### config.mk
export PLATFORM = sky130hd
export DESIGN_NAME = uart_tx_arbiter
export DESIGN_NICKNAME = d
export VERILOG_FILES = /design/src/rtl/uart_tx_arbiter.sv
export SDC_FILE = /design/constraint.sdc
export NUM_CORES = 1
export LEC_CHECK = 0
export CAP_MARGIN = 10
export CORE_MARGIN = 10
export CORE_UTILIZATION = 48
export CTS_CLUSTER_SIZE = 16
export DETAILED_ROUTE_END_ITERATION = 10
export PLACE_DENSITY = 0.82
export SYNTH_ARGS = -nofsm -noshare
export SYNTH_HDL_FRONTEND = slang
export SYNTH_SLANG_ARGS = --single-unit
### constraint.sdc
create_clock -name clk -period 2.8 [get_ports clk]
set_input_delay 0.7 -clock clk [delete_from_list [all_inputs] [get_ports clk]]
set_output_delay 0.7 -clock clk [all_outputs]
set_load 0.05 [all_outputs]
### src/rtl/uart_tx_arbiter.sv
// uart_tx_arbiter: round-robin sharing of one UART transmitter
// among NREQ byte requesters, with a start watchdog.
//
// Ports:
//   clk, reset            - clock, async active-high reset
//   req, req_data         - per-requester request level and byte
//   gnt, done, err        - one-hot grant, success pulse, abort pulse
//   tx_data, tx_start     - byte and start level to the transmitter
//   tx_busy               - transmitter busy
//   tx_complete_flag      - transmitter completion flag
//   tx_complete_del_flag  - completion-flag clear to the transmitter
//   busy                  - arbiter not idle
module uart_tx_arbiter #(
    parameter int NREQ          = 4,
    parameter int START_TIMEOUT = 1023
) (
    input  logic              clk,
    input  logic              reset,
    input  logic [NREQ-1:0]   req,
    input  logic [8*NREQ-1:0] req_data,
    output logic [NREQ-1:0]   gnt,
    output logic [NREQ-1:0]   done,
    output logic [NREQ-1:0]   err,
    output logic [7:0]        tx_data,
    output logic              tx_start,
    input  logic              tx_busy,
    input  logic              tx_complete_flag,
    output logic              tx_complete_del_flag,
    output logic              busy
);

    localparam int IW = (NREQ > 1) ? $clog2(NREQ) : 1;
    localparam int CW = $clog2(START_TIMEOUT + 1);

    typedef enum logic [1:0] {
        S_IDLE,
        S_START,
        S_BUSY,
        S_DONE
    } state_t;

    state_t            state_q;
    logic [NREQ-1:0]   gnt_q;
    logic [NREQ-1:0]   done_q;
    logic [NREQ-1:0]   err_q;
    logic [7:0]        tx_data_q;
    logic              tx_start_q;
    logic              del_q;
    logic              busy_q;
    logic              tx_busy_last_q;
    logic [IW-1:0]     rr_q;
    logic [IW-1:0]     win_q;
    logic [CW-1:0]     cnt_q;

    logic              pick_vld_d;
    logic [IW-1:0]     pick_idx_d;
    logic [7:0]        pick_byte_d;
    logic [IW-1:0]     rr_d;

    // Scan from the highest offset down so the set bit closest
    // to the rr pointer is the last one written and wins.
    always_comb begin
        int j;
        pick_vld_d = 1'b0;
        pick_idx_d = '0;
        j          = 0;
        for (int k = NREQ - 1; k >= 0; k--) begin
            j = int'(rr_q) + k;
            if (j >= NREQ) begin
                j = j - NREQ;
            end
            if (req[j]) begin
                pick_vld_d = 1'b1;
                pick_idx_d = IW'(j);
            end
        end
    end

    assign pick_byte_d = req_data[{pick_idx_d, 3'b000} +: 8];

    // Pointer moves just past the winner so it is served last next time.
    assign rr_d = (win_q == IW'(NREQ - 1)) ? '0 : win_q + IW'(1);

    always_ff @(posedge clk or posedge reset) begin
        if (reset) begin
            state_q        <= S_IDLE;
            gnt_q          <= '0;
            done_q         <= '0;
            err_q          <= '0;
            tx_data_q      <= '0;
            tx_start_q     <= 1'b0;
            del_q          <= 1'b0;
            busy_q         <= 1'b0;
            tx_busy_last_q <= 1'b0;
            rr_q           <= '0;
            win_q          <= '0;
            cnt_q          <= '0;
        end else begin
            done_q <= '0;
            err_q  <= '0;
            del_q  <= 1'b0;
            unique case (state_q)
                S_IDLE: begin
                    if (pick_vld_d) begin
                        state_q        <= S_START;
                        win_q          <= pick_idx_d;
                        gnt_q          <= {{(NREQ-1){1'b0}}, 1'b1} << pick_idx_d;
                        tx_data_q      <= pick_byte_d;
                        tx_start_q     <= 1'b1;
                        busy_q         <= 1'b1;
                        cnt_q          <= '0;
                        tx_busy_last_q <= 1'b0;
                    end
                end
                S_START: begin
                    if (tx_busy) begin
                        state_q        <= S_BUSY;
                        cnt_q          <= '0;
                        tx_busy_last_q <= 1'b1;
                    end else if (cnt_q == CW'(START_TIMEOUT)) begin
                        // Transmitter never acknowledged: abort.
                        state_q    <= S_IDLE;
                        tx_start_q <= 1'b0;
                        err_q      <= gnt_q;
                        gnt_q      <= '0;
                        busy_q     <= 1'b0;
                        rr_q       <= rr_d;
                        cnt_q      <= '0;
                    end else begin
                        cnt_q <= cnt_q + CW'(1);
                    end
                end
                S_BUSY: begin
                    tx_busy_last_q <= tx_busy;
                    if (tx_busy_last_q && !tx_busy) begin
                        state_q    <= S_DONE;
                        tx_start_q <= 1'b0;
                        done_q     <= gnt_q;
                        del_q      <= tx_complete_flag;
                    end
                end
                S_DONE: begin
                    state_q <= S_IDLE;
                    gnt_q   <= '0;
                    busy_q  <= 1'b0;
                    rr_q    <= rr_d;
                end
                default: begin
                    state_q <= S_IDLE;
                end
            endcase
        end
    end

    assign gnt                  = gnt_q;
    assign done                 = done_q;
    assign err                  = err_q;
    assign tx_data              = tx_data_q;
    assign tx_start             = tx_start_q;
    assign tx_complete_del_flag = del_q;
    assign busy                 = busy_q;

endmodule

==> results of run 1 <==
-- how the worst min path moves through the flow --
stage                               from                    to  slack (ns)  depth (start not counted)
floorplan           cnt_q[9]$_DFFE_PP0P_  cnt_q[9]$_DFFE_PP0P_        0.45                          1
global placement    tx_start$_DFFE_PP0P_  tx_start$_DFFE_PP0P_        0.46                          2
detailed placement  tx_start$_DFFE_PP0P_  tx_start$_DFFE_PP0P_        0.47                          2
CTS                 tx_start$_DFFE_PP0P_  tx_start$_DFFE_PP0P_        0.49                          2
global route        cnt_q[9]$_DFFE_PP0P_  cnt_q[9]$_DFFE_PP0P_        0.53                          1
finish              tx_start$_DFFE_PP0P_  tx_start$_DFFE_PP0P_        0.48                          2
-- cells by family (layout without fill, tap and decap cells) --
logic type / Yosys count / after routing / synth area share
adders and majority gates: 7 / 7 / 0.03924
DFF: 40 / 40 / 0.4484
muxes: 11 / 11 / 0.06839
and+or+nand+nor: 81 / 81 / 0.2035
buffers and inverters: 12 / 89 / 0.02354
AOI/OAI and AO/OA: 68 / 68 / 0.2169
-- routing by layer --
layer | track usage | vias to the layer above | wire length (um)
met5 | 0 | - | 0
met1 | 0.1817 | 939 | 2444
li1 | - | 967 | -
met3 | 0.06871 | 13 | 583
met2 | 0.2495 | 78 | 2800
met4 | 0.05421 | 0 | 106
-- sequential cells by signal (all words and copies together) (netlist names), named ones only --
register and count:
tx_complete_del_flag 1, err 4, tx_data 8, rr_q 2, tx_busy_last_q 1, gnt 4, state_q 1, cnt_q 10
tx_start 1, win_q 2, done 4, busy 1
-- area by class of cell --
class / instances / area (um^2)
multi-input cells: 167 / 1179
inverters: 7 / 26.28
flip-flops and latches: 40 / 1001
repair buffers: 74 / 710.7
clock buffers: 5 / 68.82
well taps: 52 / 65.06
fillers: 341 / 1316
clock inverters: 3 / 47.55
-- metrics by stage --
stage	hold WS, ns	setup WS [ns]
global route	0.5295	0.1929
CTS	0.4873	0.3365
detailed placement	0.4680	0.01450
finish	0.4807	0.3127
global placement	0.4610	0.09586
floorplan	0.4467	0.6518
-- tightest hold or removal path: stages (launching register included) --
cell     delay (ns)
dfrtp_1        0.35
nand2_1        0.04
o21ai_0        0.05
-- where the power goes --
part | switching, uW | internal (uW) | total [uW]
registers | 129 | 735 | 864
clock network | 220 | 269 | 489
logic | 949 | 671 | 1620
-- cells in the final DEF, fill, tap and decap left out, drive strengths merged, types with 4 or more instances in the layout --
cell type       n
clkdlybuf4s50  62
dfrtp          40
o21ai          25
nand2          23
nor2           13
buf            12
nand3          12
and2           11
mux2           10
a221o           8
a21boi          8
inv             7
ha              7
o31ai           6
a21oi           5
nor3            5
clkbuf          5
nor2b           4
nor4            4
==> key figures, run 1 <==
STA
  – Clock Skews: ~0.008 ns
  – Fin Setup TNS: 0 ns
  – Slew Limit Headroom: 0.5433
  – Final setup vio count: 0
  – Final Max Tran Viols: 0
  – Worst-Margin Slew: ~0.7 ns
  – Period minus WS final: around 2.5 ns
  – RSZ-0062 raised after global routing: no
  – Fin. Hold Viols: 0
  – Achievable Freq: approximately 400 MHz
  – Fin crit share: 0.8883

Clock tree
  – CTS tree: built
  – Reg clk slew, reported paths: ~0.090 ns
  – CTS Buffer Depth: 2
  – H-tree Lvls: 2
  – Clk sinks: 40
  – CTS buffer count: 5
  – Clock Tree Root: clkbuf_8
  – Skew-Pair Late Insertion Delay: roughly 0.3 ns
  – PostCTS Resize Cnt: 0
  – Buffers inserted by post-CTS timing repair: 0
  – CTS hold repair buffers: 0

Worst setup path
  – Critical path buffers and inverters: 2
  – Worst Reg2Reg Path Length in Cells: 7
  – CP Launch Point: req[0]
  – CP Capture Point: tx_data[2]$_DFFE_PP0P_
  – Slack of the worst reg-to-reg path: a little over 0.7 ns
  – Max incr delay on CP: 0.62 ns
  – WP depth: 7
  – Slowest stage cell, crit path: clkdlybuf4s50_1
  – CP delay by family, top: buffers and inverters
  – Worst endpoint required time: 2.98 ns
  – CP Launch Type: input pin
  – Crit end category: flip-flop
  – CP arrival: between 2 and 3 ns
  – Critical path class: input pin to flip-flop
  – CP Max Fanout: 6
  – CP cell instances: clkdlybuf4s50_1, nor2b_1, nor4_4, nor2_2, buf_4, mux2_4, a221o_1
  – R2R Path End: gnt[0]$_DFFE_PP0P_

Routing
  – Drt pass-1 iters: 4
  – Routed wire length: about 6000 um
  – Drt initial violations: between 100 and 150
  – Antenna Nets Post-Route: 0
  – Detail-routed net length per standard cell: ~17 um
  – Vias: 1997
  – Drt drc: 0
  – Vias per inst: between 5 and 6

Synthesis
  – Syn_nets: 266
  – Synth top area cells: dfrtp_1, mux2_4, o21ai_0
  – Post-synth top area share: 0.4484
  – Synth warn: 0
  – Seq/Total Area, Yosys: 0.4484
  – Ys async rst share: 1.000
  – Library cells used by synthesis: 43
  – Synth cell count leaders: dfrtp_1, nand2_1, o21ai_0, nor2_1
  – FF+latch count, synth: 40
  – Most frequent cell after synthesis: dfrtp_1
  – Area leader, netlist: dfrtp_1
  – Syn Area/Cell: 10.19 um^2
  – Cells after synthesis: between 200 and 250
  – Post-synth top flop: dfrtp_1
  – EDFF count, synth: 0
  – Synth Cell Area: between 2000 and 2500 um^2

Floorplan
  – IO Pins: 63
  – Height of the die: 88.20 um
  – Die X-Extent: around 88 um
  – Initial core utilization: 0.5057
  – Die area: about 7800 um^2
  – Std cell rows: 24
  – Core region area: roughly 4400 um^2

GRT
  – Pin count of the biggest net entering global routing: ~40
  – Vias in the first global route: about 2.1k
  – First-pass GRT wire length: between 9000 and 10000 um
  – Initial antenna violation count: 0
  – Total grt overflow: 0
  – Tot GR Track Use: 0.1559

Power and ir drop
  – VDD IR max: around 0.44 mV
  – Final Power: roughly 3000 uW
  – Pleak: ~0.0013 uW
  – Pwr dens: 959.8 nW/um^2

Placed design
  – Detail Placement HPWL: around 4600 um
  – Placed insts: 340
  – Port Buffers: 62
  – Dpl cell area: a little under 3000 um^2
  – Placer Congestion: between 0.8 and 0.9

Hold path
  – HP Class: flip-flop to flip-flop

Final layout
  – Share of layout cells above drive strength 1: 0.1284
  – P&R area growth vs syn: 38.79%
  – Net count, final: approximately 340
  – Fin area: 3098 um^2
  – Post-Layout Cell Count: between 300 and 400
  – Final core utilization: 0.7018
  – # diodes: 0

Flow run
  – Max Cap Viol: 0

Status
  – Status: completed
Note: power is estimated with default switching activity, not from simulation.
==> run 2: changes to the inputs <==
Settings changed: PLACE_DENSITY 0.82 to 0.85.
==> run 2 against run 1 <==
  * Count of clock-buffer cells in the layout unchanged
  * Design area increased by 0.24%
  * Via count increased by 2.2%
  * Critical path depth unchanged
  * Worst setup slack got worse by 0.073 ns
  * Critical path type unchanged
==> key figures, run 2 (synthesis gave the netlist of run 1 again) <==
Worst setup path
  – CP arrival: 2.75 ns (was 2.67 ns)
  – Worst endpoint required time: 2.99 ns (was 2.98 ns)
  – CP Max Fanout: 11 (was 6)
  – CP cell instances: clkdlybuf4s50_1, nor2_1, nor4_4, nor2_2, buf_12, mux2_4, a221o_1 (was clkdlybuf4s50_1, nor2b_1, nor4_4, nor2_2, buf_4, mux2_4, a221o_1)
  – Crit end category: flip-flop (unchanged)
  – Slowest stage cell, crit path: clkdlybuf4s50_1 (unchanged)
  – Critical path class: input pin to flip-flop (unchanged)
  – R2r startpoint: cnt_q[0]$_DFFE_PP0P_
  – CP Launch Point: req[3] (was req[0])
  – Worst Reg2Reg Path Length in Cells: 5 (was 7)
  – Max incr delay on CP: 0.56 ns (was 0.62 ns)
  – CP Launch Type: input pin (unchanged)

GRT
  – Total grt overflow: 0 (unchanged)
  – GR peak layer: met2 (unchanged)
  – Vias in the first global route: 2162 (was 2060)
  – M3 GR Usage: 0.05942 (was 0.06871)
  – GRT met1 Usage: 0.1898 (was 0.1817)
  – Tot GR Track Use: 0.1600 (was 0.1559)
  – First-pass GRT wire length: 10060 um (was 9722 um)
  – Initial antenna violation count: 0 (unchanged)
  – Grt met2 use: 0.2626 (was 0.2495)
  – Pin count of the biggest net entering global routing: 41 (unchanged)

Routing
  – Routed wire length: 6031 um (was 5934 um)
  – Detail-routed net length per standard cell: 17.33 um (was 17.05 um)
  – Drt drc: 0 (unchanged)
  – Vias: 2040 (was 1997)
  – Antenna Nets Post-Route: 0 (unchanged)
  – Vias per inst: 5.862 (was 5.739)
  – Drt pass-1 iters: 4 (unchanged)
  – Drt initial violations: 160 (was 120)

Clock tree
  – CTS buffer count: 5 (unchanged)
  – CTS Buffer Depth: 2 (unchanged)
  – PostCTS Resize Cnt: 0 (unchanged)
  – Clk sinks: 40 (unchanged)
  – Buffers inserted by post-CTS timing repair: 0 (unchanged)
  – H-tree Lvls: 2 (unchanged)
  – CTS hold repair buffers: 0 (unchanged)
  – Reg clk slew, reported paths: 0.08 ns (was 0.09 ns)
  – Clock Tree Root: clkbuf_8 (unchanged)
  – CTS tree: built (unchanged)
  – Skew-Pair Late Insertion Delay: 0.30 ns (about the same)

STA
  – Clock Skews: 0.009487 ns (was 0.007775 ns)
  – Final setup vio count: 0 (unchanged)
  – Final Max Tran Viols: 0 (unchanged)
  – Fin. Hold Viols: 0 (unchanged)
  – Min Hold Slack: 0.4844 ns (was 0.4807 ns)
  – Period minus WS final: 2.561 ns (was 2.487 ns)
  – Slew Limit Headroom: 0.5107 (was 0.5433)
  – Fin crit share: 0.9145 (was 0.8883)
  – Fin Setup TNS: 0 ns (unchanged)
  – RSZ-0062 raised after global routing: no (unchanged)
  – Achievable Freq: 390.5 MHz (was 402.1 MHz)
  – Worst-Margin Slew: 0.7296 ns (was 0.6809 ns)

Floorplan
  – Initial core utilization: 0.5057 (unchanged)
  – Die X-Extent: 88.20 um (unchanged)
  – IO Pins: 63 (unchanged)
  – Std cell rows: 24 (unchanged)
  – Height of the die: 88.20 um (unchanged)
  – Die area: 7778 um^2 (unchanged)
  – Core region area: 4414 um^2 (unchanged)

Placed design
  – Port Buffers: 62 (unchanged)
  – Detail Placement HPWL: 4596 um (was 4644 um)
  – Placer Congestion: 0.8894 (was 0.8633)
  – Dpl cell area: 2994 um^2 (was 2982 um^2)

Power and ir drop
  – Pwr dens: 963.0 nW/um^2 (was 959.8 nW/um^2)
  – Final Power: 2991 uW (was 2973 uW)
  – Pleak: 0.001344 uW (about the same)
  – VDD IR max: 0.5381 mV (was 0.4435 mV)

Final layout
  – Max reg flops: 10 (unchanged)
  – Share of layout cells above drive strength 1: 0.1284 (unchanged)
  – Final core utilization: 0.7035 (was 0.7018)
  – Commonest non-fill, non-tap cell in the layout: clkdlybuf4s50_1 (unchanged)
  – Net count, final: 342 (unchanged)
  – Largest register by flop count: cnt_q (unchanged)
  – Highest-count cells in the layout ignoring fill and taps: clkdlybuf4s50_1, dfrtp_1, nand2_1 (unchanged)
  – # diodes: 0 (unchanged)
  – Fillcell total: 328 (was 341)
  – P&R area growth vs syn: 39.13% (was 38.79%)
  – Fin area: 3105 um^2 (was 3098 um^2)

Hold path
  – Hold Startpoint: win_q[1]$_DFFE_PP0P_ (was tx_start$_DFFE_PP0P_)
  – Hold path cells: 1 (was 2)
  – HP Class: flip-flop to flip-flop (unchanged)

Flow run
  – Max Cap Viol: 0 (unchanged)

Status
  – Status: completed (unchanged)
-- run 2: worst paths after layout --
kind | to | slack (ns)
min in group asynchronous | gnt[0]$_DFFE_PP0P_ | 0.82
worst min register to register | win_q[1]$_DFFE_PP0P_ | 0.48
max in group asynchronous | cnt_q[3]$_DFFE_PP0P_ | 1.63
worst max-delay path | tx_data[3]$_DFFE_PP0P_ | 0.24
worst max register to register | cnt_q[0]$_DFFE_PP0P_ | 0.70
worst min-delay path | win_q[1]$_DFFE_PP0P_ | 0.48
-- run 2: critical path: cells and delay by family --
kind            cells  cell delay [ns]
buf+inv             2             0.73
compound gates      1             0.32
simple gates        3             0.70
mux                 1             0.29
-- run 2: metal layers --
| metal | routed length (um) | part of all wire | up-vias |
|---|---|---|---|
| met5 | 0 | 0 | - |
| li1 | - | - | 967 |
| met4 | 58 | 0.0096 | 0 |
| met1 | 2479 | 0.41 | 974 |
| met3 | 605 | 0.10 | 9 |
| met2 | 2887 | 0.48 | 90 |
-- run 2: through the flow --
stage / worst slack [ns] / instances
after floorplan: 0.6518 / 219
after detailed placement: -0.06625 / 340
after CTS: 0.2520 / 348
final: 0.2395 / 348
after global placement: 0.005431 / 340
after global routing: 0.1135 / 348
-- run 2: final cells by class --
class                           instances  area [um^2]  area share
Timing Repair Buffer                   74        723.2      0.2329
Multi-Input combinational cell        167         1179      0.3795
Clock inverter                          3        42.54     0.01370
Clock buffer                            5        68.82     0.02216
Tap cell                               52        65.06     0.02095
Inverter                                7        26.28    0.008461
Sequential cell                        40         1001      0.3223
-- run 2: where the power goes --
group / switching, uW / internal [uW]
Combinational: 959 / 685
Clock: 213 / 264
Sequential: 135 / 735
==> run 3: changes to the inputs <==
Clock period 2.8 ns to 2.53 ns, I/O delays scaled along.
==> run 3 against run 2 <==
  * Global-route usage down 1.6 points
  * Total power up 11%
  * Count of clock-buffer cells in the layout unchanged
  * Register-to-register slack worse by 0.21 ns
  * Design area up 1.4%
==> key figures, run 3 (synthesis gave the netlist of run 1 again) <==
Floorplan
  – Core region area: 4414 um^2 (unchanged)
  – IO Pins: 63 (unchanged)
  – Height of the die: 88.20 um (unchanged)
  – Std cell rows: 24 (unchanged)
  – Die area: 7778 um^2 (unchanged)
  – Initial core utilization: 0.5057 (unchanged)
  – Die X-Extent: 88.20 um (unchanged)

GRT
  – First-pass GRT wire length: 9239 um (was 10060 um)
  – Tot GR Track Use: 0.1445 (was 0.1600)
  – Grt met2 use: 0.2462 (was 0.2626)
  – Pin count of the biggest net entering global routing: 41 (unchanged)
  – GR peak layer: met2 (unchanged)
  – Vias in the first global route: 2098 (was 2162)
  – M3 GR Usage: 0.06500 (was 0.05942)
  – Initial antenna violation count: 0 (unchanged)
  – Total grt overflow: 0 (unchanged)
  – GRT met1 Usage: 0.1573 (was 0.1898)

Worst setup path
  – CP Max Fanout: 8 (was 11)
  – R2r startpoint: cnt_q[0]$_DFFE_PP0P_ (unchanged)
  – Worst endpoint required time: 2.71 ns (was 2.99 ns)
  – Slowest stage cell, crit path: or4_1 (was clkdlybuf4s50_1)
  – CP Launch Type: input pin (unchanged)
  – Slack of the worst reg-to-reg path: 0.49 ns (was 0.70 ns)
  – Max incr delay on CP: 0.69 ns (was 0.56 ns)
  – Critical path buffers and inverters: 1 (was 2)
  – R2R Path End: cnt_q[0]$_DFFE_PP0P_ (unchanged)
  – CP cell instances: clkdlybuf4s50_1, nor2_1, or4_1, nand3_1, a21boi_0, a221o_1 (was clkdlybuf4s50_1, nor2_1, nor4_4, nor2_2, buf_12, mux2_4, a221o_1)
  – Crit end category: flip-flop (unchanged)
  – CP delay by family, top: simple AND/OR/NAND/NOR gates (was buffers and inverters)
  – CP arrival: 2.52 ns (was 2.75 ns)
  – Critical path class: input pin to flip-flop (unchanged)
  – Worst Reg2Reg Path Length in Cells: 5 (unchanged)

Hold path
  – Endpoint, Worst Hold: tx_start$_DFFE_PP0P_ (was win_q[1]$_DFFE_PP0P_)
  – Hold path cells: 2 (was 1)
  – Hold Startpoint: tx_start$_DFFE_PP0P_ (was win_q[1]$_DFFE_PP0P_)
  – HP Class: flip-flop to flip-flop (unchanged)

Clock tree
  – CTS buffer count: 5 (unchanged)
  – Clock Tree Root: clkbuf_8 (unchanged)
  – Clk sinks: 40 (unchanged)
  – Reg clk slew, reported paths: 0.08 ns (about the same)
  – Buffers inserted by post-CTS timing repair: 0 (unchanged)
  – H-tree Lvls: 2 (unchanged)
  – CTS hold repair buffers: 0 (unchanged)
  – CTS tree: built (unchanged)
  – CTS Buffer Depth: 2 (unchanged)
  – PostCTS Resize Cnt: 0 (unchanged)
  – Skew-Pair Late Insertion Delay: 0.29 ns (was 0.30 ns)

STA
  – Final Max Tran Viols: 0 (unchanged)
  – Period minus WS final: approximately 2.3 ns
  – Fin. Hold Viols: 0 (unchanged)
  – Fin Setup TNS: 0 ns (unchanged)
  – Final setup vio count: 0 (unchanged)
  – Slew Limit Headroom: 0.5477 (was 0.5107)
  – RSZ-0062 raised after global routing: no (unchanged)
  – Min Hold Slack: 0.4838 ns (was 0.4844 ns)
  – Achievable Freq: roughly 430 MHz
  – Worst-Margin Slew: 0.6743 ns (was 0.7296 ns)
  – Fin crit share: 0.9220
  – Clock Skews: 0.003425 ns (was 0.009487 ns)

Routing
  – Vias: 2029 (was 2040)
  – Antenna Nets Post-Route: 0 (unchanged)
  – Vias per inst: 5.715 (was 5.862)
  – Drt pass-1 iters: 4 (unchanged)
  – Drt drc: 0 (unchanged)
  – Routed wire length: 5613 um (was 6031 um)
  – Detail-routed net length per standard cell: 15.81 um (was 17.33 um)
  – Drt initial violations: 104 (was 160)

Placed design
  – Detail Placement HPWL: 4340 um (was 4596 um)
  – Placed insts: 347 (was 340)
  – Placer Congestion: 0.7948 (was 0.8894)
  – Port Buffers: 62 (unchanged)
  – Dpl cell area: 3034 um^2 (was 2994 um^2)

Power and ir drop
  – Pleak: 0.001373 uW (was 0.001344 uW)
  – Clk pwr share: 0.161 (was 0.159)
  – Pwr dens: 1055 nW/um^2 (was 963.0 nW/um^2)
  – Comb power frac: 0.552 (was 0.550)
  – Switching share of power: 0.4303 (was 0.4368)
  – Int Pwr: 1893 uW (was 1684 uW)
  – Psw: 1430 uW (was 1306 uW)
  – VDD IR max: 0.6164 mV (was 0.5381 mV)
  – Reg power frac: 0.286 (was 0.291)

Final layout
  – Largest register by flop count: cnt_q (unchanged)
  – Post-Layout Cell Count: 355 (was 348)
  – Highest-count cells in the layout ignoring fill and taps: clkdlybuf4s50_1, dfrtp_1, nand2_1 (unchanged)
  – Fillcell total: 317 (was 328)
  – P&R area growth vs syn: 41.09% (was 39.13%)
  – Max reg flops: 10 (unchanged)
  – Commonest non-fill, non-tap cell in the layout: clkdlybuf4s50_1 (unchanged)
  – Fin area: 3149 um^2 (was 3105 um^2)
  – Share of layout cells above drive strength 1: 0.1485 (was 0.1284)
  – # diodes: 0 (unchanged)
  – Net count, final: 349 (was 342)

Status
  – Status: completed (unchanged)

Flow run
  – Max Cap Viol: 0 (unchanged)
run 3: cell types whose count changed in the layout (fill, tap and decap cells not counted), sizes merged:
| cell | previous run | this run |
|---|---|---|
| buf | 12 | 19 |
| clkinv | 1 | 0 |
| inv | 7 | 8 |
run 3: layout make-up:
class                   count  area (um^2)  share of cell area
clock inverters             3        46.29             0.01470
inverters                   7        26.28            0.008343
well taps                  52        65.06             0.02066
flip-flops and latches     40         1001              0.3178
repair buffers             81        763.2              0.2424
multi-input cells         167         1179              0.3743
clock buffers               5        68.82             0.02185
run 3: metrics by stage:
step | total power [uW] | util | worst slack [ns]
after global placement | 2746 | 0.6874 | -0.04643
final | 3322 | 0.7134 | 0.1972
after detailed placement | 2781 | 0.6874 | -0.09046
after CTS | 3334 | 0.7134 | 0.2140
after global routing | 3526 | 0.7134 | 0.09937
after floorplan | 2164 | - | 0.4493
run 3: per-layer routing:
| metal | vias up | wire [um] |
|---|---|---|
| li1 | 984 | - |
| met1 | 975 | 2299 |
| met2 | 63 | 2737 |
| met3 | 7 | 529 |
| met4 | 0 | 47 |
| met5 | - | 0 |
run 3: tightest hold or removal path, delay by kind of cell, from the launching register on:
kind / cells / cell delay (ns)
flops: 1 / 0.35
compound gates: 1 / 0.05
simple gates: 1 / 0.04
run 3: worst max-delay path by stage:
| stage | to | start | cells after the start | slack, ns |
|---|---|---|---|---|
| after floorplan | tx_data[0]$_DFFE_PP0P_ | req[2] | 6 | 0.45 |
| after CTS | tx_data[4]$_DFFE_PP0P_ | req[1] | 6 | 0.21 |
| final | tx_data[4]$_DFFE_PP0P_ | req[1] | 6 | 0.20 |
| after global routing | tx_data[0]$_DFFE_PP0P_ | req[3] | 6 | 0.1 |
| after detailed placement | tx_data[4]$_DFFE_PP0P_ | req[1] | 6 | -0.09 |
| after global placement | tx_data[4]$_DFFE_PP0P_ | req[3] | 6 | -0.05 |
run 3: power by group through the flow:
stage | registers (uW) | logic (uW) | clock network, uW
finish | 951 | 1840 | 536
global route | 978 | 1980 | 564
CTS | 950 | 1840 | 541
detailed placement | 958 | 1820 | 0
global placement | 957 | 1790 | 0
floorplan | 1290 | 878 | 0
